### src/rtl/rom_load_pkg.sv
// Shared constants and FSM state type for the ROM download sequencer.
package rom_load_pkg;

    localparam int unsigned ADDR_W     = 25;
    localparam int unsigned HDR_BYTES  = 512;
    localparam logic [9:0]  HDR_DETECT = 10'd512;

    typedef enum logic [2:0] {
        StIdle,
        StSkip,
        StLo,
        StHi,
        StWrite,
        StDone
    } rom_load_state_t;

endpackage

### src/rtl/rom_byte_packer.sv
// Packs stream bytes little-endian into a 16-bit word; an odd tail byte is zero-padded.
module rom_byte_packer
    import rom_load_pkg::*;
(
    input  logic        i_clk,
    input  logic        i_rst_n,
    input  logic        i_lo_en,
    input  logic        i_hi_en,
    input  logic        i_last,
    input  logic [7:0]  i_byte,
    output logic [15:0] o_word,
    output logic        o_word_valid
);

    logic [15:0] r_word;

    always_ff @(posedge i_clk or negedge i_rst_n) begin
        if (!i_rst_n) begin
            r_word <= 16'h0000;
        end else if (i_lo_en) begin
            r_word[7:0] <= i_byte;
            if (i_last) begin
                r_word[15:8] <= 8'h00;
            end
        end else if (i_hi_en) begin
            r_word[15:8] <= i_byte;
        end
    end

    // Word is complete on the edge that captures its final byte.
    assign o_word_valid = i_hi_en | (i_lo_en & i_last);
    assign o_word       = r_word;

endmodule

### src/rtl/rom_load_ctrl.sv
// ROM download sequencer: strips an optional copier header and writes 16-bit words.
// Header stripping is built only when ROM_HEADER_STRIP_EN is defined.
module rom_load_ctrl #(
    parameter int unsigned ADDR_W    = rom_load_pkg::ADDR_W,
    parameter int unsigned HDR_BYTES = rom_load_pkg::HDR_BYTES
) (
    input  logic              clk_mem,
    input  logic              reset_n,
    input  logic              start,
    input  logic [31:0]       rom_file_size,
    input  logic              byte_valid,
    input  logic [7:0]        byte_data,
    output logic              byte_ready,
    output logic              wr_req,
    output logic [ADDR_W-1:0] wr_addr,
    output logic [15:0]       wr_data,
    input  logic              wr_ack,
    output logic              downloading,
    output logic              busy,
    output logic              done
);

    import rom_load_pkg::*;

    localparam int unsigned SKIP_W = $clog2(HDR_BYTES);

    rom_load_state_t   r_state;
    rom_load_state_t   w_state_nxt;
    logic [31:0]       r_remain;
    logic [ADDR_W-1:0] r_addr;
    logic [SKIP_W-1:0] r_skip_cnt;

    logic        w_hdr;
    logic [31:0] w_payload;
    logic        w_lo_en;
    logic        w_hi_en;
    logic        w_last;
    logic        w_skip_end;
    logic        w_word_valid;
    logic [15:0] w_word;

`ifdef ROM_HEADER_STRIP_EN
    assign w_hdr = (rom_file_size[9:0] == HDR_DETECT);
`else
    assign w_hdr = 1'b0;
`endif

    assign w_payload  = rom_file_size - (w_hdr ? 32'(HDR_BYTES) : 32'd0);
    assign w_lo_en    = (r_state == StLo) && byte_valid;
    assign w_hi_en    = (r_state == StHi) && byte_valid;
    assign w_last     = (r_remain == 32'd1);
    assign w_skip_end = (r_skip_cnt == SKIP_W'(HDR_BYTES - 1));

    rom_byte_packer u_packer (
        .i_clk        (clk_mem),
        .i_rst_n      (reset_n),
        .i_lo_en      (w_lo_en),
        .i_hi_en      (w_hi_en),
        .i_last       (w_last),
        .i_byte       (byte_data),
        .o_word       (w_word),
        .o_word_valid (w_word_valid)
    );

    always_comb begin
        w_state_nxt = r_state;
        case (r_state)
            StIdle: begin
                // A header-bearing file still has to drain its header bytes first.
                if (start) begin
                    if (w_hdr)                  w_state_nxt = StSkip;
                    else if (w_payload == 32'd0) w_state_nxt = StDone;
                    else                        w_state_nxt = StLo;
                end
            end
            StSkip: begin
                if (byte_valid && w_skip_end) begin
                    w_state_nxt = (r_remain == 32'd0) ? StDone : StLo;
                end
            end
            StLo: begin
                if (byte_valid) w_state_nxt = w_word_valid ? StWrite : StHi;
            end
            StHi: begin
                if (w_word_valid) w_state_nxt = StWrite;
            end
            StWrite: begin
                if (wr_ack) w_state_nxt = (r_remain == 32'd0) ? StDone : StLo;
            end
            StDone:  w_state_nxt = StIdle;
            default: w_state_nxt = StIdle;
        endcase
    end

    always_ff @(posedge clk_mem or negedge reset_n) begin
        if (!reset_n) begin
            r_state    <= StIdle;
            r_remain   <= 32'd0;
            r_addr     <= '0;
            r_skip_cnt <= '0;
        end else begin
            r_state <= w_state_nxt;
            if (r_state == StIdle && start) begin
                r_remain   <= w_payload;
                r_addr     <= '0;
                r_skip_cnt <= '0;
            end
            if (r_state == StSkip && byte_valid) begin
                r_skip_cnt <= r_skip_cnt + SKIP_W'(1);
            end
            if (w_lo_en || w_hi_en) begin
                r_remain <= r_remain - 32'd1;
            end
            if (r_state == StWrite && wr_ack) begin
                r_addr <= r_addr + ADDR_W'(2);
            end
        end
    end

    assign byte_ready  = (r_state == StSkip) || (r_state == StLo) || (r_state == StHi);
    assign wr_req      = (r_state == StWrite);
    assign wr_addr     = r_addr;
    assign wr_data     = w_word;
    assign downloading = (r_state != StIdle) && (r_state != StDone);
    assign busy        = (r_state != StIdle);
    assign done        = (r_state == StDone);

endmodule

### config.mk
export PLATFORM = sky130hd
export DESIGN_NAME = rom_load_ctrl
export DESIGN_NICKNAME = d
export VERILOG_FILES = /design/src/rtl/rom_load_pkg.sv /design/src/rtl/rom_byte_packer.sv /design/src/rtl/rom_load_ctrl.sv
export SDC_FILE = /design/constraint.sdc
export NUM_CORES = 1
export LEC_CHECK = 0
export ABC_CLOCK_PERIOD_IN_PS = 3500
export CORE_MARGIN = 3
export CORE_UTILIZATION = 56
export CTS_BUF_LIST = sky130_fd_sc_hd__clkbuf_16
export CTS_CLUSTER_DIAMETER = 120
export DETAILED_ROUTE_END_ITERATION = 16
export PLACE_DENSITY = 0.86
export SKIP_LAST_GASP = 1
export SLEW_MARGIN = 5
export SYNTH_ARGS = -nofsm -noshare
export SYNTH_HDL_FRONTEND = slang
export SYNTH_SLANG_ARGS = --single-unit
### constraint.sdc
create_clock -name clk_mem -period 3.5 [get_ports clk_mem]
set_clock_uncertainty 0.2 [all_clocks]
set_input_delay 1.05 -clock clk_mem [delete_from_list [all_inputs] [get_ports clk_mem]]
set_output_delay 1.05 -clock clk_mem [all_outputs]
set_load 0.01 [all_outputs]
==> impl_metrics.toml <==
[logic_synthesis]
ys_warn_count = 0
syn-instance-count = 507
synth_ff_type = "dfrtp_1"
async_flop_share = 1.00
synth_top_area_share = 0.454
synth_seq_area_share = 0.454
synth-edff-count = 0
synthDistinctLibCells = 62
yosysTopAreaCell = "dfrtp_1"
synth.area.top_cells = "dfrtp_1 45%, nand2_1 4.9%, o21ai_0 4.3%"
netlist_area_um2 = 4630
synth_nets = 558
ys_ff_latch = 84
synth.avg_cell_area_um2 = 9.13

[grt]
grt_remaining_overflow = 0
grt_max_degree = 85
grt_pass1_vias = 4717
antenna_found_initial = 0
grt_pass1_wl_um = 22600
track_usage = 0.290

[floorplanning]
die_h_um = 96.9
initial_core_util = 0.587
dieWidth_um = 96.9
pin_count = 91
die_area_um2 = 9390
fp-row-count = 32
core-area_um2 = 7890

[clock_network]
cts_buffers = 9
cts-root-buf = "clkbuf_16"
hold_buffers = 0
cts_setup_buffers = 0
clkSlewWorstSetupHoldPaths_ns = 0.06
cts_buffer_depth = 2
worstSkewPairLatency_ns = 0.34
cts_tree = "done"
post_cts_resized = 0
clkSinkCount = 84
htreeDepth = 3

[min_path]
min_path_type = "register to register"

[outcome]
status = "finished clean"

[pwr]
leakage_nw = 2.39
power_density_nw_per_um2 = 708
ir_drop_uv = 592
finalPower_mw = 4.26

[setup_path]
worst_ep_required_time_ns = 2.25
end_kind = "output pin"
critPathTopFamily = "simple AND/OR/NAND/NOR gates"
setup.worst_path.start_class = "register"
cpPeakStageDelay_ns = 0.59
crit_path_cell_trace = "or3_2 -> o21a_1 -> clkdlybuf4s50_1"
path_class = "register to output pin"
worst_ep_arrival_time_ns = 2.10
cp_max_fo = 17
cpMaxStageDelayCell = "or3_2"
critical_path_buf_inv_count = 1

[place]
place.gp.congestion = 0.906
hpwlAfterDp_um = 9360
dp.cells = 696
portBuffers = 89

[sta]
finalSetupTns_ns = 0
setup_violations = 0
slew_violations = 0
hold_violations = 0
maxSlewHeadroom = 0.515
finalCritPeriodShare = 0.958
rsz0062_at_grt = "false"
max_freq_mhz = 298
worstMarginPinSlew_ns = 0.721
period_needed_ns = 3.35

[detailed_routing]
wl_per_cell_um = 19.0
drc_errors = 0
vias = 4747
final_antenna_net_count = 0
drt_wl_total_um = 13500
viasPerCell = 6.67
drt_first_pass_iters = 5
drt_iter0_drc = 505

[layout]
stdcell_count = 712
finalNetCount = 656
layout-drive-gt1-share = 0.0984
diodes = 0
area_delta_synth_final_pct = 29.9

[flow_run]
drv_cap = 0
## synthesized netlist by cell type (all sizes together), types with 5 or more instances
master	instances
and3	8
o21ai	40
o31ai	8
clkbuf	18
nor3	23
a22oi	10
a211oi	10
ha	6
mux2i	7
mux2	8
or4	8
nand4	9
nor4	23
o211ai	14
dfrtp	84
nor2	41
nand3	31
nand2	61
o311ai	5
nand2b	11
a311oi	5
or3	5
inv	7
a21oi	14
## cell families (layout without fill, tap and decap cells)
kind of cell | count (synthesis) | in the layout | synth area share
simple gates | 245 | 245 | 0.280
compound gates | 126 | 126 | 0.180
flops | 84 | 84 | 0.454
buf+inv | 30 | 133 | 0.0341
mux | 15 | 15 | 0.0346
fa+ha+maj | 6 | 6 | 0.0162
other cells | 1 | 1 | 0.000810
## power by group
group          switching [mW]  leakage, nW  internal, mW  total (mW)
Combinational           0.826         1.20         0.769        1.59
Sequential              0.362         1.04          1.27        1.63
Clock                   0.403        0.157         0.623        1.03
Total                    1.59         2.39          2.66        4.26
## worst paths after layout
check                             from                  to  slack [ns]  depth (start not counted)
min                        wr_addr[24]         wr_addr[24]        0.29                          1
max in group asynchronous      reset_n  u_packer.o_word[5]        2.22                          2
min reg2reg                wr_addr[24]         wr_addr[24]        0.29                          1
min in group asynchronous      reset_n         wr_addr[18]        0.54                          2
max reg2reg                r_remain[8]  u_packer.o_word[8]        0.64                          5
max                         r_state[1]         downloading        0.15                          3
## cell usage in the layout (no fill, tap or decap), types with 8 or more instances in the layout
cell type	n
nor2_1	41
clkbuf_16	9
nor3_1	22
o211ai_1	14
buf_4	21
nand2b_1	11
nand2_1	61
nand4_1	9
and3_1	8
clkdlybuf4s50_1	88
dfrtp_1	84
a22oi_1	10
mux2_2	8
a211oi_1	10
a21oi_1	14
o21ai_0	40
nor4_1	22
o31ai_1	8
nand3_1	31
## layout make-up
| type | instances | area [um2] |
|---|---|---|
| Sequential cell | 84 | 2100 |
| Fill cell | 564 | 1880 |
| Timing Repair Buffer | 110 | 1060 |
| Clock buffer | 9 | 225 |
| Inverter | 7 | 26.3 |
| Multi-Input combinational cell | 393 | 2380 |
| Clock inverter | 7 | 91.3 |
| Tap cell | 102 | 128 |
## metrics by stage
step	utilization	area [um2]	hold WS (ns)	setup WS (ns)
after floorplan	-	4630	0.245	0.744
after global placement	0.722	5690	0.270	0.125
after detailed placement	0.722	5690	0.291	0.0930
after CTS	0.762	6010	0.300	0.166
after global routing	0.762	6010	0.314	0.0941
final	0.762	6010	0.292	0.147
## metal layers
metal	wire length (um)	GRT usage	part of all wire
met5	0	0	0
met4	433	0.137	0.032
met3	1130	0.0613	0.083
met2	6840	0.486	0.50
met1	5140	0.356	0.38
## state kept, by name, summed over array words and instances, names as in the netlist
| signal | flops |
|---|---|
| r_remain | 32 |
| wr_addr | 24 |
| u_packer.o_word | 16 |
| r_skip_cnt | 9 |
| r_state | 3 |
No activity file was read; power rests on OpenSTA's default activity.
